<file path="src/rtl/clks_alot_p.sv">
// Types and constants for the clocks-alot recovery and generation path.
//   RATE_COUNTER_WIDTH : width of every rate counter / half-rate register.
//   clock_state_s      : filtered clock level plus single-cycle edge pulses.
//   recovery_state_e   : recovery FSM states.
//   sat_inc            : saturating increment of a rate counter.
package clks_alot_p;

  localparam int unsigned RATE_COUNTER_WIDTH = 8;

  typedef logic [RATE_COUNTER_WIDTH-1:0] rate_t;

  typedef struct packed {
    logic clk;
    logic rise;
    logic fall;
    logic any_edge;
  } clock_state_s;

  typedef enum logic [1:0] {
    IDLE,
    ARMING,
    MEASURING,
    TRACKING
  } recovery_state_e;

  function automatic rate_t sat_inc(input rate_t v);
    return (v == '1) ? v : v + rate_t'(1);
  endfunction

endpackage

</file>
<file path="src/rtl/common_p.sv">
// Shared clock-domain bundle used across the codebase.
//   clk_dom_s : single system clock plus its asynchronous active-low reset.
package common_p;

  typedef struct packed {
    logic clk;
    logic rst_n;
  } clk_dom_s;

endpackage

</file>
<file path="src/rtl/pin_synchroniser.sv">
// Multi-flop synchroniser for a raw asynchronous pin, plus a one-cycle delayed copy of the
// synchronised level so callers can detect raw edges.
//   sys_dom_i   : system clock and asynchronous active-low reset
//   pin_i       : raw asynchronous input
//   sync_o      : synchronised level (last flop of the chain)
//   sync_prev_o : sync_o delayed by one cycle
// SYNC_STAGES must be 2 to 4.
module pin_synchroniser
  import common_p::*;
#(
  parameter int unsigned SYNC_STAGES = 2
) (
  input  clk_dom_s sys_dom_i,
  input  logic     pin_i,
  output logic     sync_o,
  output logic     sync_prev_o
);

  logic clk;
  logic rst_n;
  assign clk   = sys_dom_i.clk;
  assign rst_n = sys_dom_i.rst_n;

  logic [SYNC_STAGES-1:0] chain_q;
  logic                   prev_q;

  always_ff @(posedge clk or negedge rst_n) begin
    if (!rst_n) begin
      chain_q <= '0;
      prev_q  <= 1'b0;
    end else begin
      chain_q <= {chain_q[SYNC_STAGES-2:0], pin_i};
      prev_q  <= chain_q[SYNC_STAGES-1];
    end
  end

  assign sync_o      = chain_q[SYNC_STAGES-1];
  assign sync_prev_o = prev_q;

endmodule

</file>
<file path="src/rtl/clock_recovery.sv">
// Receive-side front end of the clocks-alot recovery path. Synchronises the incoming clock pin,
// rejects edges that arrive sooner than min_half_rate_i, emits rise/fall events and measures the
// high and low half-rates with a saturating accumulator.
//   sys_dom_i           : system clock and asynchronous active-low reset
//   recovery_en_i       : enable; low forces IDLE and clears everything
//   clear_state_i       : synchronous re-arm
//   clk_pin_i           : raw asynchronous incoming clock
//   starting_polarity_i : level that starts a cycle (1 = rise, 0 = fall)
//   min_half_rate_i     : minimum legal half-rate in sys cycles
//   timeout_i           : stall threshold in sys cycles, 0 disables
//   actual_clk_state_o  : filtered level plus rise/fall/any_edge pulses
//   polarity_event_o    : accepted edge whose new level equals starting_polarity_i
//   rate_accumulator_o  : cycles since the last accepted edge
//   high_half_rate_o    : last measured high duration
//   low_half_rate_o     : last measured low duration
//   rates_valid_o       : both half-rates measured since arming
//   glitch_o            : pulse when a raw edge is rejected
//   stall_o             : pulse when the timeout fires
module clock_recovery
  import common_p::*;
  import clks_alot_p::*;
#(
  parameter int unsigned SYNC_STAGES = 2
) (
  input  clk_dom_s                      sys_dom_i,
  input  logic                          recovery_en_i,
  input  logic                          clear_state_i,
  input  logic                          clk_pin_i,
  input  logic                          starting_polarity_i,
  input  logic [RATE_COUNTER_WIDTH-1:0] min_half_rate_i,
  input  logic [RATE_COUNTER_WIDTH-1:0] timeout_i,
  output clock_state_s                  actual_clk_state_o,
  output logic                          polarity_event_o,
  output logic [RATE_COUNTER_WIDTH-1:0] rate_accumulator_o,
  output logic [RATE_COUNTER_WIDTH-1:0] high_half_rate_o,
  output logic [RATE_COUNTER_WIDTH-1:0] low_half_rate_o,
  output logic                          rates_valid_o,
  output logic                          glitch_o,
  output logic                          stall_o
);

  logic clk;
  logic rst_n;
  assign clk   = sys_dom_i.clk;
  assign rst_n = sys_dom_i.rst_n;

  logic sync_q;
  logic sync_prev;

  pin_synchroniser #(
    .SYNC_STAGES(SYNC_STAGES)
  ) u_pin_sync (
    .sys_dom_i  (sys_dom_i),
    .pin_i      (clk_pin_i),
    .sync_o     (sync_q),
    .sync_prev_o(sync_prev)
  );

  recovery_state_e state_q;
  logic            filt_q;
  logic            rise_q;
  logic            fall_q;
  logic            pol_q;
  logic            glitch_q;
  logic            stall_q;
  logic            valid_q;
  logic            have_high_q;
  logic            have_low_q;
  rate_t           acc_q;
  rate_t           high_q;
  rate_t           low_q;

  rate_t acc_inc;
  logic  raw_edge;
  logic  mismatch;
  logic  thresh_met;
  logic  accept;
  logic  glitch;
  logic  timeout_hit;
  logic  new_pol;

  always_comb begin
    acc_inc     = sat_inc(acc_q);
    raw_edge    = sync_q != sync_prev;
    mismatch    = sync_q != filt_q;
    thresh_met  = acc_inc >= min_half_rate_i;
    accept      = mismatch && thresh_met;
    // Only the edge that leaves the filtered level counts; its return is not a second glitch.
    glitch      = raw_edge && mismatch && !thresh_met;
    timeout_hit = ((state_q == MEASURING) || (state_q == TRACKING)) &&
                  (timeout_i != '0) && (acc_inc >= timeout_i);
    new_pol     = sync_q == starting_polarity_i;
  end

  always_ff @(posedge clk or negedge rst_n) begin
    if (!rst_n) begin
      state_q     <= IDLE;
      filt_q      <= 1'b0;
      rise_q      <= 1'b0;
      fall_q      <= 1'b0;
      pol_q       <= 1'b0;
      glitch_q    <= 1'b0;
      stall_q     <= 1'b0;
      valid_q     <= 1'b0;
      have_high_q <= 1'b0;
      have_low_q  <= 1'b0;
      acc_q       <= '0;
      high_q      <= '0;
      low_q       <= '0;
    end else begin
      rise_q   <= 1'b0;
      fall_q   <= 1'b0;
      pol_q    <= 1'b0;
      glitch_q <= 1'b0;
      stall_q  <= 1'b0;
      if (!recovery_en_i) begin
        state_q     <= IDLE;
        filt_q      <= 1'b0;
        valid_q     <= 1'b0;
        have_high_q <= 1'b0;
        have_low_q  <= 1'b0;
        acc_q       <= '0;
        high_q      <= '0;
        low_q       <= '0;
      end else if ((state_q == IDLE) || clear_state_i) begin
        // Arm on the current pin level so enabling never produces a spurious edge.
        state_q     <= ARMING;
        filt_q      <= sync_q;
        valid_q     <= 1'b0;
        have_high_q <= 1'b0;
        have_low_q  <= 1'b0;
        acc_q       <= '0;
        high_q      <= '0;
        low_q       <= '0;
      end else begin
        glitch_q <= glitch;
        if (accept) begin
          filt_q <= sync_q;
          acc_q  <= '0;
          rise_q <= sync_q;
          fall_q <= !sync_q;
          pol_q  <= new_pol;
          case (state_q)
            ARMING: begin
              if (new_pol) state_q <= MEASURING;
            end
            MEASURING, TRACKING: begin
              // A rise closes a low phase, a fall closes a high phase.
              if (sync_q) begin
                low_q      <= acc_inc;
                have_low_q <= 1'b1;
              end else begin
                high_q      <= acc_inc;
                have_high_q <= 1'b1;
              end
              if ((sync_q || have_low_q) && (!sync_q || have_high_q)) begin
                state_q <= TRACKING;
                valid_q <= 1'b1;
              end
            end
            default: ;
          endcase
        end else if (timeout_hit) begin
          stall_q     <= 1'b1;
          state_q     <= ARMING;
          valid_q     <= 1'b0;
          have_high_q <= 1'b0;
          have_low_q  <= 1'b0;
          acc_q       <= '0;
          high_q      <= '0;
          low_q       <= '0;
        end else begin
          acc_q <= acc_inc;
        end
      end
    end
  end

  assign actual_clk_state_o = '{clk: filt_q, rise: rise_q, fall: fall_q,
                                any_edge: rise_q | fall_q};
  assign polarity_event_o   = pol_q;
  assign rate_accumulator_o = acc_q;
  assign high_half_rate_o   = high_q;
  assign low_half_rate_o    = low_q;
  assign rates_valid_o      = valid_q;
  assign glitch_o           = glitch_q;
  assign stall_o            = stall_q;

endmodule

</file>
<file path="config.mk">
export PLATFORM = sky130hd
export DESIGN_NAME = clock_recovery
export DESIGN_NICKNAME = d
export VERILOG_FILES = /design/src/rtl/clks_alot_p.sv /design/src/rtl/common_p.sv /design/src/rtl/pin_synchroniser.sv /design/src/rtl/clock_recovery.sv
export SDC_FILE = /design/constraint.sdc
export NUM_CORES = 1
export LEC_CHECK = 0
export CORE_MARGIN = 2
export CORE_UTILIZATION = 37
export DETAILED_ROUTE_END_ITERATION = 8
export PLACE_DENSITY_LB_ADDON = 0.05
export SYNTH_ARGS = -nofsm -noshare
export SYNTH_HDL_FRONTEND = slang
export SYNTH_HIERARCHICAL = 1
export SYNTH_SLANG_ARGS = --single-unit
export TNS_END_PERCENT = 50
</file>
<file path="constraint.sdc">
create_clock -name sys_dom_i -period 4.3 [get_ports sys_dom_i]
set_input_delay 0.86 -clock sys_dom_i [delete_from_list [all_inputs] [get_ports sys_dom_i]]
set_output_delay 0.86 -clock sys_dom_i [all_outputs]
set_load 0.05 [all_outputs]
</file>
Word-level counts from Yosys, hierarchy flattened
Index checks and enable logic that the tools add are counted.

word-level totals
  register bits = 38
  output and inout bits = 32
  bits of input ports = 22
  word-level logic and storage cells = 111

cells by class
  $add $sub $neg = 1
  reductions and logical operators = 19
  muxes and demuxes = 57
  bitwise logic cells = 1
  eq/ne operators = 16
  order comparisons = 2

operators by type and width
  kind                 number
  $mux 8               16
  $mux 1               34
  $ge 8x8->1           2
  $mux 2               6
  $ne 4x2->1 const B   3
  $ne 5x5->1 const B   2
  $reduce_and 3->1     3
  $add 8x1->8 const B  1
  $eq 8x8->1 const B   1
  $reduce_bool 8->1    1
  $logic_and 1x1->1    6
  $ne 5x2->1 const B   1
  $eq 2x2->1 const B   2
  $logic_or 1x1->1     4
  $ne 4x1->1 const B   1
  $ne 4x4->1 const B   1
  $pmux 2 s2           1
  $reduce_and 4->1     1
  $ne 3x1->1 const B   1
  $eq 2x1->1 const B   1
  $logic_not 1->1      2
  $logic_not 2->1      1
  $ne 1x1->1           2
  $reduce_or 2->1      1
  other kinds (2)      2

Logic depth before layout (Yosys ltp)
Gate-level depths: netlist of the first run.

  depth after elaboration = 8
  depth in mapped cells = 13
  mapped depth without buffers = 12

Hierarchy
Netlist of the first run, hierarchy kept.

by module, submodules not included
  module            times used  seq. area each (um2)  cells each  area each (um2)
  clock_recovery    1           875.8                 212         2,105.8
  pin_synchroniser  1           75.1                  3           75.1

Worst setup path before layout of the first run
Ideal clock, no wire load.

  path kind = reg-to-reg
  start = register acc_q[0], in the netlist rate_accumulator_o[0]
  end = register high_q[2], in the netlist high_half_rate_o[2]
  cell stages (with the launch flop) = 12
  setup slack = 0.984 ns
  data required time = 4.178 ns
  data arrival time = 3.195 ns
  setup time = 0.122 ns
  path buffers = 1
  clock period less this slack = 3.316 ns
  path through = dfrtp_1 ha_1 nand4_1 nor2_1 mux2_2 ha_1 a2111oi_4 nor4_2 o211ai_4 a21o_4 buf_6 a32o_1

between the ends
  longest elaborated chain between the ends = 7
  elaborated cells on any way between the ends = 16
  those cells by class = 1 x add/sub; 2 x order compare; 4 x eq/ne; 6 x mux; 3 x reduce/logical

ends and longest elaborated chain
  element                                      line                                         text
  start: declaration                           clock_recovery.sv:69                         rate_t acc_q;
  start signal: assignment                     clock_recovery.sv:173                        acc_q <= acc_inc;
  $add 8x1->8 or $eq 8x8->1 (tied branches)    clks_alot_p.sv:27                            return (v == '1) ? v : v + rate_t'(1);
  $mux 8 *                                     clks_alot_p.sv:27
  $ge 8x8->1 or $mux 8 (tied branches)         clock_recovery.sv:86, clock_recovery.sv:149
  $logic_and 1x1->1 or $mux 8 (tied branches)  clock_recovery.sv:87, clock_recovery.sv:143
  $mux 8                                       clock_recovery.sv:137                        if (accept) begin
  $mux 8                                       clock_recovery.sv:125                        end else if ((state_q == IDLE) || clear_state_i) begin
  $mux 8                                       clock_recovery.sv:116                        if (!recovery_en_i) begin
  end signal: assignment                       clock_recovery.sv:153                        high_q <= acc_inc;
  end: declaration                             clock_recovery.sv:70                         rate_t high_q;

Mark *: on every way between the ends. The rest lies on a longest branch, timed or not. The select of a mux whose other input is x is not followed.
A chain may end at the register's enable or synchronous reset.

Worst setup path after layout of the first run
  start = register acc_q[0], in the netlist rate_accumulator_o[0]
  end = register state_q[0]

between the ends
  longest elaborated chain between the ends = 7
  elaborated cells on any way between the ends = 15
  those cells by class = 1 x add/sub; 2 x order compare; 5 x eq/ne; 4 x mux; 3 x reduce/logical

ends and longest elaborated chain
  element                                             line                   text
  $add 8x1->8 or $eq 8x8->1 (tied branches)           clks_alot_p.sv:27
  $mux 8 *                                            clks_alot_p.sv:27
  branches (longest 5 deep; another with $ge 8x8->1)  n/a
  end signal: assignment                              clock_recovery.sv:117  state_q <= IDLE;
  end signal: assignment                              clock_recovery.sv:127  state_q <= ARMING;
  end signal: assignment                              clock_recovery.sv:145  if (new_pol) state_q <= MEASURING;
  end: declaration                                    clock_recovery.sv:59   recovery_state_e state_q;

Mark *: on every way between the ends.

==> results of run 1 <==
==> flip-flops by register name, indices dropped and copies added, names as in the netlist <==
register / flops
filt_q: 1
u_pin_sync/chain_q: 2
stall_o: 1
rates_valid_o: 1
have_low_q: 1
glitch_o: 1
rate_accumulator_o: 8
polarity_event_o: 1
low_half_rate_o: 8
u_pin_sync/sync_prev_o: 1
have_high_q: 1
fall_q: 1
rise_q: 1
high_half_rate_o: 8
state_q: 2
==> where the power goes <==
| part | leakage, nW | total, mW | switching [mW] | internal (mW) |
|---|---|---|---|---|
| clock | 0.129 | 0.729 | 0.318 | 0.411 |
| combinational | 0.699 | 0.0710 | 0.0345 | 0.0365 |
| sequential | 0.521 | 0.357 | 0.00502 | 0.352 |
==> metal layers <==
layer / global-route usage [%] / up-vias
met1: 24.4 / 865
met3: 9.67 / 10
met5: 0 / -
met2: 25.5 / 69
met4: 11.5 / 0
li1: - / 893
==> area by class of cell <==
cell class	instances	area, µm²
clock buffers	10	138
well taps	72	90.1
multi-input cells	145	1090
inverters	23	86.3
fillers	533	2600
repair buffers	54	536
clock inverters	6	119
flip-flops and latches	38	951
==> worst register-to-register path: stages (launching register included) <==
cell      delay, ns
dfrtp_1        0.40
ha_1           0.23
nand4_1        0.16
nor2_1         0.28
nor2_1         0.10
nor2_1         0.36
ha_1           0.33
a31oi_1        0.18
nor2b_1        0.08
o21ai_1        0.17
nand2_1        0.35
nand3b_2       0.52
o221ai_1       0.27
==> cells in the final DEF, fill, tap and decap left out, types with 3 or more instances in the layout <==
cell / instances
clkdlybuf4s50_1: 52
dfrtp_1: 38
inv_1: 23
ha_1: 17
nor2_1: 16
a32o_1: 16
nand2_1: 11
a21oi_1: 11
clkbuf_8: 10
nor3_1: 6
o21ai_0: 6
nor2b_1: 6
nand3_1: 5
nand3b_1: 5
nand4_1: 4
and3_1: 4
mux2_2: 3
xor2_1: 3
o21bai_1: 3
and2_1: 3
bufinv_16: 3
==> metrics by stage <==
| step | util [%] | setup WS, ns |
|---|---|---|
| finish | 53.6 | 0.794 |
| global route | 53.6 | 0.478 |
| CTS | 53.6 | 0.792 |
| detailed placement | 49.0 | 0.837 |
| floorplan | - | 0.984 |
| global placement | 49.0 | 0.879 |
==> logic make-up after synthesis <==
kind of cell / after synthesis / synth area share, %
mux: 3 / 1.55
compound gates: 51 / 19.3
fa+ha+maj: 17 / 9.75
xor+xnor: 4 / 1.61
simple gates: 70 / 17.6
flops: 38 / 43.6
buf+inv: 32 / 6.54
==> worst min path at each step <==
stage | end | slack (ns) | cells after the start
3_3_place_gp | fall_q | -0.30 | 0
2_1_floorplan | fall_q | -0.30 | 0
4_1_cts | low_half_rate_o[6] | -0.33 | 2
6_report | low_half_rate_o[6] | -0.33 | 2
3_5_place_dp | fall_q | -0.30 | 0
5_1_grt | high_half_rate_o[3] | -0.34 | 2
==> results.yml, run 1 <==
floorplanning:
  pin_count: 54
  num_rows: 27
  dieArea_um2: 6520
  dieHeight_um: 80.8
  core_um2: 5610
  initial_core_util_pct: 38.9
  die_width_um: 80.8
grt:
  track_usage_pct: 19.1
  antenna_found_initial: 0
  grt_max_degree: 20
  grt_overflow_total: 0
  grt_pass1_wl_um: 8870
  grt_pass1_vias: 1809
routing:
  dr.max_layer_used: "met4"
  route.detailed.drc: 0
  first_pass_iters: 4
  wl_per_cell_um: 15.7
  vias_per_cell: 5.28
  first_iter_violations: 63
  vias: 1837
  route.antenna.remaining_nets: 0
  wl_met3_um: 426
  wirelength_um: 5460
  wirelength_met1_um: 2600
  wl_met2_um: 2340
timing:
  timing.hold.ws_ns: -0.334
  finalSetupViolations: 0
  setup_tns_ns: 0
  finalHoldViolCount: 38
  worstMarginPinSlew_ns: 0.526
  skew_ns: 0.00959
  period_minus_slack_ns: 3.51
  rsz0062_at_grt: "no"
  clock.fmax_mhz: 285
  relSlewSlack_pct: 64.9
  maxSlewViolCount: 0
  fin_crit_sh_pct: 81.5
cts:
  ctsResizeCount: 0
  cts_tree: "yes"
  cts-hold-fix-buffers: 0
  postCtsSetupRepairBufs: 0
  clk_latency_ns: 0.29
  clk_pin_slew_worst_paths_ns: 0.08
place:
  post_dp_cell_area_um2: 2750
  placed_cells: 332
  detailed_place_hpwl_um: 3930
  portBuffers: 52
  gp_congestion: 0.788
layout:
  syn2layout_area_growth_pct: 37.9
  design_area_um2: 3010
  fin_cells: 348
  fin_nets: 311
  antennaDiodeCount: 0
  drive_above_1_share_pct: 10.9
setup_path:
  worstPathArrival_ns: 3.70
  rr_worst_depth: 12
  cp-end-kind: "flip-flop"
  crit_chain: "ha_1, nand4_1, nor2_1, nor2_1, nor2_1, ha_1, a31oi_1, nor2b_1, o21ai_1, nand2_1, nand3b_2, o221ai_1"
  cp_max_fo: 19
  r2r-end: "state_q[0]"
  worstReg2RegStart: "rate_accumulator_o[0]"
  cpPeakStageDelay_ns: 0.52
  critPathBufInv: 0
  crit_family: "simple AND/OR/NAND/NOR gates"
  required_ns: 4.50
  r2r_slack_ns: 0.79
  endpoint: "state_q[0]"
  crit_start: "rate_accumulator_o[0]"
  worstSetupStartpointType: "flip-flop"
  slowest_stage: "nand3b_2"
  cp_common_cell: "nor2_1"
  critPathKind: "reg -> reg"
  path_depth: 12
logic_synthesis:
  synth_nets: 254
  synth-seq-cells: 38
  netlist_instances: 215
  syn_area_um2: 2180
  yosysWarnings: 6
  synth_top_area_share_pct: 43.6
  synth_cell_type_count: 42
  synth.area.top_cells: "dfrtp_1 44%, ha_1 9.8%, a32o_1 7.3%"
  yosys.area.top_type: "dfrtp_1"
  syn_area_per_cell_um2: 10.1
  synth_edf_count: 0
  yosys-top-cells-count: "38 x dfrtp_1, 23 x inv_1, 17 x ha_1, 16 x a32o_1, 16 x nor2_1"
  yosysMostFrequentCell: "dfrtp_1"
  ys_seq_area_share_pct: 43.6
  synthArstFlopShare_pct: 100
  synth_ff_type: "dfrtp_1"
pwr:
  powerDensity_nw_per_um2: 385
  fin_total_pwr_mw: 1.16
  power.leakage_nw: 1.35
  vdd_drop_max_mv: 0.185
run_status:
  status: "finished, violations left"
  violations: "negative hold slack"
run:
  drv_cap: 0
worst_hold_path:
  hold_path.class: "clk -> async"
(Power assumes the default switching activity.)
==> run 2, diff against run 1 <==
==> constraint.sdc (replaced) <==
create_clock -name sys_dom_i -period 3 [get_ports sys_dom_i]
set_input_delay 0.6 -clock sys_dom_i [delete_from_list [all_inputs] [get_ports sys_dom_i]]
set_output_delay 0.6 -clock sys_dom_i [all_outputs]
set_load 0.05 [all_outputs]
==> results.yml, run 2 (synthesis gave the netlist of run 1 again) <==
run_status:
  status: "finished, violations left"
  violations: "negative hold slack"
floorplanning:
  dieHeight_um: 80.8
  num_rows: 27
  die_width_um: 80.8
  initial_core_util_pct: 38.9
  core_um2: 5610
  dieArea_um2: 6520
  pin_count: 54
pwr:
  pwr-share-comb_pct: 7.5
  p_seq_share_pct: 33.7
  switchingPower_mw: 0.511
  vdd_drop_max_mv: 0.327
  sw_frac_of_total_pct: 33.7
  power.leakage_nw: 1.44
  powerDensity_nw_per_um2: 471
  power_frac_clock_pct: 58.8
  intPower_mw: 1.01
place:
  detailed_place_hpwl_um: 4030
  gp_congestion: 0.806
  portBuffers: 52
timing:
  skew_ns: 0.00534
  maxSlewViolCount: 0
  relSlewSlack_pct: 65.5
  period_minus_slack_ns: 2.85
  fin_crit_sh_pct: 95.1
  setup_tns_ns: 0
  finalHoldViolCount: 38
  clock.fmax_mhz: 350
  timing.hold.ws_ns: -0.324
  finalSetupViolations: 0
  worstMarginPinSlew_ns: 0.516
routing:
  first_iter_violations: 57
  vias: 1890
  vias_per_cell: 5.09
  first_pass_iters: 4
  wl_per_cell_um: 15.5
  route.antenna.remaining_nets: 0
  wirelength_um: 5770
  route.detailed.drc: 0
grt:
  grt_pass1_wl_um: 9060
  antenna_found_initial: 0
  grt_pass1_vias: 1921
  grt_max_degree: 17
  track_usage_pct: 19.4
  grt_overflow_total: 0
setup_path:
  crit_chain: "ha_4, nand4_1, nor2_4, mux2_4, buf_4, ha_4, a2111oi_4, nor4_4, o211ai_4, a21o_4, a32o_1"
  slowest_stage: "dfrtp_2"
  cpPeakStageDelay_ns: 0.40
  critPathBufInv: 1
  cp_max_fo: 16
  cp_common_cell: "ha_4"
  worstPathArrival_ns: 3.08
  worstSetupStartpointType: "flip-flop"
  critPathKind: "reg -> reg"
  required_ns: 3.23
  cp-end-kind: "flip-flop"
  crit_family: "compound AO/OA/AOI/OAI gates"
layout:
  fillers: 518
  drive_above_1_share_pct: 22.4
  final_cell_mix: "52 x clkdlybuf4s50_1, 34 x dfrtp_1, 24 x buf_4"
  fin_nets: 334
  fin_util_pct: 57.4
  final_common_cell: "clkdlybuf4s50_1"
  syn2layout_area_growth_pct: 47.7
  antennaDiodeCount: 0
cts:
  clk_pin_slew_worst_paths_ns: 0.08
  cts_tree: "yes"
  clk_latency_ns: 0.29
  cts-hold-fix-buffers: 0
worst_hold_path:
  hold_path.class: "clk -> async"
run:
  drv_cap: 0
## run 2: cell count changes in the layout (fill, tap and decap cells not counted), moves of 2 or more
cell and delta:
nor3_1 -2, ha_4 +2, dfrtp_2 +4, nor2_1 -2
nor3_2 +2, bufinv_16 -2, buf_4 +22, dfrtp_1 -4
ha_1 -2
## run 2: cell type report
class | instances | area, µm² | area share (%)
Multi-Input combinational cell | 146 | 1180 | 36.6
Clock buffer | 12 | 155 | 4.82
Inverter | 23 | 86.3 | 2.68
Clock inverter | 4 | 55.1 | 1.71
Tap cell | 72 | 90.1 | 2.80
Sequential cell | 38 | 956 | 29.7
Timing Repair Buffer | 76 | 701 | 21.8
## run 2: power by group through the flow
stage / logic [mW] / registers [mW] / clock network, mW
floorplan: 0.0608 / 0.525 / 0
global placement: 0.108 / 0.525 / 0
detailed placement: 0.109 / 0.525 / 0
CTS: 0.109 / 0.511 / 0.949
global route: 0.124 / 0.512 / 0.997
finish: 0.114 / 0.511 / 0.892
## run 2: what timing repair did
action	CTS	global route
endpoints found under the setup margin	0	29
setup buffers	0	4
resized for setup	0	11
## run 2: per-stage QoR
step           area (µm²)  power [mW]  instances  setup WS [ns]
5_1_grt              3220        1.63        371        -0.0139
4_1_cts              3150        1.57        366         0.0472
2_1_floorplan        2230       0.586        215        -0.0180
6_report             3220        1.52        371          0.146
3_3_place_gp         2940       0.633        350          0.132
3_5_place_dp         2940       0.633        350         0.0654
## run 2: final timing paths
| path | start | end | slack (ns) | cells after the start |
|---|---|---|---|---|
| min in group sys_dom_i | u_pin_sync/chain_q[0] | u_pin_sync/chain_q[1] | 0.35 | 0 |
| hold reg to reg | u_pin_sync/chain_q[0] | u_pin_sync/chain_q[1] | 0.35 | 0 |
| max in group asynchronous | sys_dom_i[0] | rate_accumulator_o[0] | 3.19 | 2 |
| setup reg to reg | rate_accumulator_o[1] | low_half_rate_o[5] | 0.15 | 11 |
| hold / removal | sys_dom_i[0] | low_half_rate_o[1] | -0.32 | 2 |
| setup / recovery | rate_accumulator_o[1] | low_half_rate_o[5] | 0.15 | 11 |
## run 2: per-layer routing
layer / up-vias / global-route usage [%] / part of all wire [%] / routed length (µm)
li1: 940 / - / - / -
met1: 879 / 26.4 / 49 / 2830
met2: 64 / 23.5 / 42 / 2430
met3: 7 / 9.78 / 7.7 / 443
met4: 0 / 13.2 / 1.2 / 68
met5: - / 0 / 0 / 0
